===== config.mk =====
export PLATFORM = sky130hd
export DESIGN_NAME = branch_resolve_bht_flat
export DESIGN_NICKNAME = d
export VERILOG_FILES = /design/src/rtl/branch_resolve_bht_pkg.sv /design/src/rtl/branch_resolve_bht_if.sv /design/src/rtl/branch_resolve_bht_cond_eval.sv /design/src/rtl/branch_resolve_bht.sv /design/src/flat_wrapper.sv
export SDC_FILE = /design/constraint.sdc
export NUM_CORES = 1
export LEC_CHECK = 0
export CAP_MARGIN = 20
export CELL_PAD_IN_SITES_DETAIL_PLACEMENT = 0
export CELL_PAD_IN_SITES_GLOBAL_PLACEMENT = 1
export CORE_MARGIN = 3
export CORE_UTILIZATION = 40
export DETAILED_ROUTE_END_ITERATION = 10
export PLACE_DENSITY = 0.8
export SYNTH_ARGS = -nofsm -noshare
export SYNTH_HDL_FRONTEND = slang
export SYNTH_SLANG_ARGS = --single-unit

===== constraint.sdc =====
create_clock -name clk -period 4.55 [get_ports clk]
set_input_delay 0.91 -clock clk [delete_from_list [all_inputs] [get_ports clk]]
set_output_delay 0.91 -clock clk [all_outputs]
set_load 0.02 [all_outputs]

===== src/rtl/branch_resolve_bht_pkg.sv =====
// Shared branch-resolve definitions: funct3 codes, BHT counter encodings and
// the saturating helpers used by the BHT and the statistics counters.
package rv_branch_pkg;

  localparam logic [2:0] F3_BEQ  = 3'b000;
  localparam logic [2:0] F3_BNE  = 3'b001;
  localparam logic [2:0] F3_BLT  = 3'b100;
  localparam logic [2:0] F3_BGE  = 3'b101;
  localparam logic [2:0] F3_BLTU = 3'b110;
  localparam logic [2:0] F3_BGEU = 3'b111;

  typedef enum logic [1:0] {
    BHT_SNT = 2'b00,
    BHT_WNT = 2'b01,
    BHT_WT  = 2'b10,
    BHT_ST  = 2'b11
  } bht_state_e;

  localparam bht_state_e BHT_RESET = BHT_WNT;

  // Two-bit saturating step toward the resolved direction.
  function automatic bht_state_e bht_next(input bht_state_e cur, input logic taken);
    bht_state_e nxt;
    nxt = cur;
    case (cur)
      BHT_SNT: nxt = taken ? BHT_WNT : BHT_SNT;
      BHT_WNT: nxt = taken ? BHT_WT  : BHT_SNT;
      BHT_WT:  nxt = taken ? BHT_ST  : BHT_WNT;
      BHT_ST:  nxt = taken ? BHT_ST  : BHT_WT;
      default: nxt = cur;
    endcase
    return nxt;
  endfunction

  function automatic logic [31:0] sat_inc32(input logic [31:0] v);
    return (v == 32'hFFFF_FFFF) ? v : v + 32'd1;
  endfunction

endpackage


===== src/rtl/branch_resolve_bht_if.sv =====
// Bundle of fetch-prediction, EX-resolve, comparator and statistics signals
// between the pipeline (master) and the branch resolve/BHT block (slave).
interface branch_resolve_bht_if #(
  parameter int XLEN = 32
);
  logic [XLEN-1:0] if_pc;
  logic            if_pred;
  logic            ex_valid;
  logic            ex_is_br;
  logic [2:0]      ex_funct3;
  logic [XLEN-1:0] ex_pc;
  logic [XLEN-1:0] ex_target;
  logic            ex_pred;
  logic            brUn;
  logic            brEq;
  logic            brLt;
  logic            ex_taken;
  logic            illegal_br;
  logic            mispredict;
  logic [XLEN-1:0] redirect_pc;
  logic            clr_stats;
  logic [31:0]     br_cnt;
  logic [31:0]     mispred_cnt;

  modport slave (
    input  if_pc, ex_valid, ex_is_br, ex_funct3, ex_pc, ex_target, ex_pred,
           brEq, brLt, clr_stats,
    output if_pred, brUn, ex_taken, illegal_br, mispredict, redirect_pc,
           br_cnt, mispred_cnt
  );

  modport master (
    output if_pc, ex_valid, ex_is_br, ex_funct3, ex_pc, ex_target, ex_pred,
           brEq, brLt, clr_stats,
    input  if_pred, brUn, ex_taken, illegal_br, mispredict, redirect_pc,
           br_cnt, mispred_cnt
  );
endinterface


===== src/rtl/branch_resolve_bht_cond_eval.sv =====
// Combinational branch condition evaluation from funct3 and the comparator
// flags; funct3 010/011 are not branch encodings and are flagged illegal.
module br_cond_eval
  import rv_branch_pkg::*;
(
  input  logic [2:0] i_funct3,
  input  logic       i_br_eq,
  input  logic       i_br_lt,
  output logic       o_taken,
  output logic       o_illegal
);

  always_comb begin
    o_taken   = 1'b0;
    o_illegal = 1'b0;
    case (i_funct3)
      F3_BEQ:           o_taken = i_br_eq;
      F3_BNE:           o_taken = ~i_br_eq;
      F3_BLT, F3_BLTU:  o_taken = i_br_lt;
      F3_BGE, F3_BGEU:  o_taken = ~i_br_lt;
      default:          o_illegal = 1'b1;
    endcase
  end

endmodule


===== src/rtl/branch_resolve_bht.sv =====
// Branch resolve stage with a direct-mapped 2-bit BHT for fetch prediction,
// mispredict/redirect generation and saturating branch statistics.
module branch_resolve_bht
  import rv_branch_pkg::*;
#(
  parameter int IDX_W = 6,
  parameter int XLEN  = 32
) (
  input  logic                 clk,
  input  logic                 rst_n,
  branch_resolve_bht_if.slave  bus
);

  localparam int ENTRIES = 2 ** IDX_W;

  bht_state_e       r_bht [ENTRIES];
  logic [31:0]      r_br_cnt;
  logic [31:0]      r_mispred_cnt;

  logic             w_br_active;
  logic             w_cond_taken;
  logic             w_cond_illegal;
  logic             w_taken;
  logic             w_legal_resolve;
  logic             w_mispredict;
  logic [IDX_W-1:0] w_if_idx;
  logic [IDX_W-1:0] w_ex_idx;
  logic             w_unused_pc_bits;

  br_cond_eval u_cond (
    .i_funct3  (bus.ex_funct3),
    .i_br_eq   (bus.brEq),
    .i_br_lt   (bus.brLt),
    .o_taken   (w_cond_taken),
    .o_illegal (w_cond_illegal)
  );

  assign w_br_active     = bus.ex_valid & bus.ex_is_br;
  assign w_taken         = w_br_active & w_cond_taken;
  assign w_legal_resolve = w_br_active & ~w_cond_illegal;
  assign w_mispredict    = w_br_active & (w_taken != bus.ex_pred);

  assign w_if_idx = bus.if_pc[IDX_W+1:2];
  assign w_ex_idx = bus.ex_pc[IDX_W+1:2];
  assign w_unused_pc_bits = ^{bus.if_pc[XLEN-1:IDX_W+2], bus.if_pc[1:0]};

  assign bus.brUn        = bus.ex_funct3[1];
  assign bus.ex_taken    = w_taken;
  assign bus.illegal_br  = w_br_active & w_cond_illegal;
  assign bus.mispredict  = w_mispredict;
  assign bus.redirect_pc = w_taken ? bus.ex_target : bus.ex_pc + XLEN'(4);

  // Fetch sees the pre-update counter when it reads the index being trained.
  assign bus.if_pred = r_bht[w_if_idx][1];

  always_ff @(posedge clk or negedge rst_n) begin
    if (!rst_n) begin
      for (int i = 0; i < ENTRIES; i++) begin
        r_bht[i] <= BHT_RESET;
      end
    end else if (w_legal_resolve) begin
      r_bht[w_ex_idx] <= bht_next(r_bht[w_ex_idx], w_taken);
    end
  end

  // A clear in the same cycle as an increment leaves both counters at zero.
  always_ff @(posedge clk or negedge rst_n) begin
    if (!rst_n) begin
      r_br_cnt      <= 32'd0;
      r_mispred_cnt <= 32'd0;
    end else if (bus.clr_stats) begin
      r_br_cnt      <= 32'd0;
      r_mispred_cnt <= 32'd0;
    end else begin
      if (w_legal_resolve) begin
        r_br_cnt <= sat_inc32(r_br_cnt);
      end
      if (w_mispredict) begin
        r_mispred_cnt <= sat_inc32(r_mispred_cnt);
      end
    end
  end

  assign bus.br_cnt      = r_br_cnt;
  assign bus.mispred_cnt = r_mispred_cnt;

endmodule

===== src/flat_wrapper.sv =====
// flat-port wrapper written by rule: the top's interface ports become plain ports
module branch_resolve_bht_flat import rv_branch_pkg::*;
#(
  parameter int IDX_W = 6,
  parameter int XLEN  = 32
)
  (clk, rst_n, bus_if_pc, bus_ex_valid, bus_ex_is_br, bus_ex_funct3, bus_ex_pc, bus_ex_target, bus_ex_pred, bus_brEq, bus_brLt, bus_clr_stats, bus_if_pred, bus_brUn, bus_ex_taken, bus_illegal_br, bus_mispredict, bus_redirect_pc, bus_br_cnt, bus_mispred_cnt);
  branch_resolve_bht_if #(.XLEN(XLEN)) bus_i ();
  input  logic clk;
  input  logic rst_n;
  input wire logic [$bits(bus_i.if_pc)-1:0] bus_if_pc;
  input wire logic [$bits(bus_i.ex_valid)-1:0] bus_ex_valid;
  input wire logic [$bits(bus_i.ex_is_br)-1:0] bus_ex_is_br;
  input wire logic [$bits(bus_i.ex_funct3)-1:0] bus_ex_funct3;
  input wire logic [$bits(bus_i.ex_pc)-1:0] bus_ex_pc;
  input wire logic [$bits(bus_i.ex_target)-1:0] bus_ex_target;
  input wire logic [$bits(bus_i.ex_pred)-1:0] bus_ex_pred;
  input wire logic [$bits(bus_i.brEq)-1:0] bus_brEq;
  input wire logic [$bits(bus_i.brLt)-1:0] bus_brLt;
  input wire logic [$bits(bus_i.clr_stats)-1:0] bus_clr_stats;
  output wire logic [$bits(bus_i.if_pred)-1:0] bus_if_pred;
  output wire logic [$bits(bus_i.brUn)-1:0] bus_brUn;
  output wire logic [$bits(bus_i.ex_taken)-1:0] bus_ex_taken;
  output wire logic [$bits(bus_i.illegal_br)-1:0] bus_illegal_br;
  output wire logic [$bits(bus_i.mispredict)-1:0] bus_mispredict;
  output wire logic [$bits(bus_i.redirect_pc)-1:0] bus_redirect_pc;
  output wire logic [$bits(bus_i.br_cnt)-1:0] bus_br_cnt;
  output wire logic [$bits(bus_i.mispred_cnt)-1:0] bus_mispred_cnt;
  assign bus_i.if_pc = bus_if_pc;
  assign bus_i.ex_valid = bus_ex_valid;
  assign bus_i.ex_is_br = bus_ex_is_br;
  assign bus_i.ex_funct3 = bus_ex_funct3;
  assign bus_i.ex_pc = bus_ex_pc;
  assign bus_i.ex_target = bus_ex_target;
  assign bus_i.ex_pred = bus_ex_pred;
  assign bus_i.brEq = bus_brEq;
  assign bus_i.brLt = bus_brLt;
  assign bus_i.clr_stats = bus_clr_stats;
  assign bus_if_pred = bus_i.if_pred;
  assign bus_brUn = bus_i.brUn;
  assign bus_ex_taken = bus_i.ex_taken;
  assign bus_illegal_br = bus_i.illegal_br;
  assign bus_mispredict = bus_i.mispredict;
  assign bus_redirect_pc = bus_i.redirect_pc;
  assign bus_br_cnt = bus_i.br_cnt;
  assign bus_mispred_cnt = bus_i.mispred_cnt;
  branch_resolve_bht #(.IDX_W(IDX_W), .XLEN(XLEN)) u_core (.clk(clk), .rst_n(rst_n), .bus(bus_i));
endmodule

# Word-level counts from Yosys, hierarchy flattened
# Index checks and enable logic that the tools add are counted.
# Widths: inputs -> output; s select.
# classes
n_addsub	3
magnitude_cmp	3
eq_ne	13
n_mux	24
bitwise	9
reduce_logical	10
# op_table
op	count
$mux 32	7
$bwmux 128	1
$add 32x1->32 const B	2
$eq 32x32->1 const B	2
$add 32x3->32 const B	1
$bmux 2 s6	2
$mux 2	8
$ge 7x7->1 const B	2
$not 6->7	2
$demux 2 s6	1
$eq 3x3->1 const B	4
$pmux 2 s4	1
$lt 7x1->1 const B	1
$reduce_or 6->1	1
$and 1x1->1	5
$eq 2x2->1 const B	2
$ne 2x2->1 const B	2
$pmux 1 s4	1
$reduce_and 2->1	2
$reduce_bool 2->1	2
$reduce_or 2->1	2
$eq 3x1->1 const B	1
$logic_not 3->1	1
$mux 1	3
other kinds (5)	6
# word_totals
ff_bits	192
input_bits	107
out_inout_bits	101
wordCells	128

# Logic depth before layout (Yosys ltp)
# logic_depth
depth_word	8
mapped_depth	12
depth_no_buf	8

# Hierarchy
# Synthesis repeated with hierarchy kept, for this count alone.
# hier_totals
hier_cells	1251
hier_area_um2	11579.9
# modules_own_cells
module	instances	cells_each	area_each_um2	seq_area_each_um2
branch_resolve_bht	1	1246	11543.6	4884.7
br_cond_eval	1	5	36.3	0.0

# Worst setup path after synthesis
# No wires, ideal clock.
# synth_path
path_type	input to output
from	in bus_if_pc[2]
to	out bus_if_pred
arrival_time_ns	3.391
t_required_ns	3.640
slack_ns	0.249
stages	5
n_path_buf	2
cell_sequence	clkbuf_1 buf_1 mux4_2 mux4_2 mux4_2
# synth_via
elab_chain_len	4
# synth_rtl
item	line_no	rtl
from (decl)	flat_wrapper.sv:11	input wire logic [$bits(bus_i.if_pc)-1:0] bus_if_pc;
$not 6->7 (implied by the code)	branch_resolve_bht.sv:54	assign bus.if_pred = r_bht[w_if_idx][1];
$bmux 2 s6	branch_resolve_bht.sv:54	
$mux 2 (implied by the code) (2 in a row)	branch_resolve_bht.sv:54	
to (decl)	flat_wrapper.sv:21	output wire logic [$bits(bus_i.if_pred)-1:0] bus_if_pred;
# Every way passes these cells. The select of a mux whose other input is x is not followed.

# Final worst setup path
# Same ends and word-level chain as after synthesis.

==> impl_metrics.toml <==
[run_status]
status = "completed"

[routing]
detail-route-antenna-nets = 0
viasPerCell = 5.589
routed-via-count = 9775
1st_iter_drt_viols = 695
route.final.wire_length_um = 32530
first_pass_iters = 7
drt-wirelength-per-cell_um = 18.60
drcViolationCount = 0

[cts]
clock_tree.buffer_depth = 2
clock-sinks = 192
cts.repair_timing.setup_buffer_count = 0
insertion_delay_ps = 440
hold_buffers = 0
clk_pin_slew_ps = 70
clock_tree.htree_level_count = 4
numCtsBuffers = 17
tritoncts = "built"
cts_root_buffer = "sky130_fd_sc_hd__clkbuf_16"

[worst_setup_path]
regToRegStartpoint = "u_core.bus.mispred_cnt[23]"
series_of_cell_instances_along_the_critical_path = "clkdlybuf4s50_1 > buf_12 > mux4_2 > mux4_2 > mux4_2 > dlygate4sd2_1"
timing.critical_path.slowest_stage_cell = "sky130_fd_sc_hd__mux4_2"
cp-end-kind = "output port"
cpMostUsedCell = "sky130_fd_sc_hd__mux4_2"
worstReg2RegEnd = "u_core.bus.mispred_cnt[22]"
critPathRequiredTime_ps = 3640
timing.critical_path.from_type = "input port"
critPathKind = "input port to output port"
worst-path-max-fanout = 16
crit_arrival_ps = 3490
setup.reg_to_reg.worst_slack_ps = 1670
worst_path_largest_cell_delay_ps = 520
rr_worst_depth = 7

[layout]
drive_gt1_share_pct = 15.18
layout.nets = 1474
synthToLayoutAreaGrowth_pct = 25.59
final_cell_area_sq_um = 13960
antenna_cells = 0

[synth]
synth_largest_area_cell = "sky130_fd_sc_hd__dfrtp_1"
synthesis.area_per_instance_sq_um = 9.151
ys_types = 56
yosys-top-cells-area = "sky130_fd_sc_hd__dfrtp_1 (29%), sky130_fd_sc_hd__dfstp_2 (15%), sky130_fd_sc_hd__nand2_1 (6.8%)"
yosysWarnings = 0
synth.top_cells.by_count = "sky130_fd_sc_hd__nand2_1 (201), sky130_fd_sc_hd__dfrtp_1 (128), sky130_fd_sc_hd__nor2_1 (98)"
synth-seq-area-share_pct = 43.93
post_synthesis_net_count = 1325
postSynth.topFlopCell = "sky130_fd_sc_hd__dfrtp_1"
number_of_synthesized_flops_with_an_enable_pin = 0
post_synth_inst_count = 1215
synth.most_common_cell = "sky130_fd_sc_hd__nand2_1"
synth_top_area_share_pct = 28.81
ys_seq_elements = 192
post_synth_instance_area_sq_um = 11120
postSynth.asyncResetShare_pct = 100.0

[floorplanning]
dieArea_sq_um = 29830
dieHeight_um = 172.7
boundaryPins = 208
std_cell_core_area_sq_um = 27100
die_width_um = 172.7
start_util_pct = 41.02
core.rowCount = 60

[timing]
setup_viol_count_final = 0
tns_ps = 0
max_slew_margin_pct = 32.57
part_of_the_cycle_the_worst_path_needs_pct = 96.64
finalHoldViolCount = 0
finalMaxSlewViolations = 0
grt_setup_unrepaired = "no"
finClkSkew_ps = 13.92
worst_pin_slew_ps = 1009
period_needed_ps = 4397
fmax_mhz = 227.4

[grt]
grt_overflow_total = 0
first_pass_grt_wire_length_um = 53120
grt_start_max_net_pins = 114
globalRouteTotalUtil_pct = 21.67
grt_pass1_vias = 9478
grt_antenna_before_repair = 0

[pwr]
power_density_nw_per_um2 = 292.6
p_leak_nw = 5.262
peak_supply_drop_mv = 0.2003

[place]
hpwl_reported_at_the_end_of_detailed_placement_um = 21700
globalplace.congestion = 0.8363
port_buffers = 181
placement.cell_area_sq_um = 13370

[worst_hold_path]
worstHoldPathType = "flip-flop to flip-flop"
timing.hold.worst_path_depth = 2
hold_worst_path_end = "u_core.r_bht[120]"
hold_path.startpoint = "u_core.r_bht[120]"

[job]
cap_viol_max_count = 0
[worst max-delay path, delay by kind of cell]
family	cells	cell delay, ps
multiplexers	3	1530
buffers and inverters	3	1030
[repair_timing]
action,CTS,global route
gates resized for setup,1,5
endpoints found under the hold margin,0,0
pin swaps,0,1
setup endpoints to repair,1,6
[layout make-up]
class / count / area [sq um]
Timing Repair Buffer: 225 / 2227
Tap cell: 372 / 465.4
Inverter: 17 / 63.81
Sequential cell: 192 / 4885
Clock buffer: 18 / 439.2
Fill cell: 2476 / 13140
Multi-Input combinational cell: 911 / 5739
Clock inverter: 14 / 143.9
[layer usage]
metal	vias up	part of all wire (%)	global-route usage, %
met2	316	46	34.16
met1	4775	45	30.68
met3	33	6.9	5.292
li1	4651	-	-
met5	-	0	0
met4	0	1.2	4.358
[stage by stage]
step	power, mW	setup WS (ps)	cells	util [%]	hold slack, ps
after CTS	4.115	84.72	1749	51.47	465.0
after floorplan	2.300	249.0	1215	-	440.3
after global placement	2.594	-49.49	1717	49.32	447.0
after detailed placement	2.606	-76.97	1717	49.32	454.2
final	4.086	152.9	1749	51.52	462.3
after global routing	4.267	30.07	1749	51.52	478.7
[worst max-delay path by stage]
| stage | from | to | depth (start not counted) |
|---|---|---|---|
| finish | bus_if_pc[2] | bus_if_pred | 6 |
| global route | bus_ex_pc[13] | bus_redirect_pc[26] | 9 |
| CTS | bus_ex_pc[7] | bus_redirect_pc[29] | 10 |
| detailed placement | bus_if_pc[2] | bus_if_pred | 6 |
| global placement | bus_if_pc[2] | bus_if_pred | 6 |
| floorplan | bus_if_pc[2] | bus_if_pred | 5 |
[placed cells by master (no fill, tap or decap), drive strengths merged, types with 22 or more instances in the layout]
| master | netlist | final |
|---|---|---|
| nand2 | 201 | 201 |
| clkdlybuf4s50 | 0 | 172 |
| dfrtp | 128 | 128 |
| o21ai | 106 | 106 |
| nor2 | 99 | 99 |
| a21oi | 71 | 71 |
| dfstp | 64 | 64 |
| a31oi | 57 | 57 |
| xnor2 | 48 | 48 |
| buf | 24 | 47 |
| xor2 | 36 | 36 |
| nand3 | 33 | 33 |
| mux4 | 27 | 27 |
| nor3 | 27 | 27 |
| nand4 | 26 | 26 |
| inv | 16 | 24 |
| mux2 | 23 | 23 |
| a221oi | 23 | 23 |
| and3 | 22 | 22 |
[state kept, by name, summed over array words and instances (netlist names)]
signal / count
u_core.bus.br_cnt: 32
u_core.bus.mispred_cnt: 32
u_core.r_bht: 128
[cell families (layout without fill, tap and decap cells)]
| kind of cell | after synthesis | in the layout | share of synthesized area [%] |
|---|---|---|---|
| fa+ha+maj | 5 | 5 | 0.5402 |
| xor+xnor | 84 | 84 | 6.617 |
| flops | 192 | 192 | 43.93 |
| buf+inv | 112 | 274 | 4.738 |
| compound gates | 283 | 283 | 14.91 |
| mux | 65 | 65 | 9.149 |
| simple gates | 474 | 474 | 20.11 |
[power breakdown]
group | leakage (nW) | total, mW | switching [mW] | internal [mW]
Clock | 0.287 | 1.51 | 0.720 | 0.790
Combinational | 2.58 | 0.675 | 0.366 | 0.309
Sequential | 2.40 | 1.90 | 0.0744 | 1.83
Total | 5.26 | 4.09 | 1.16 | 2.93
(Power assumes the default switching activity.)
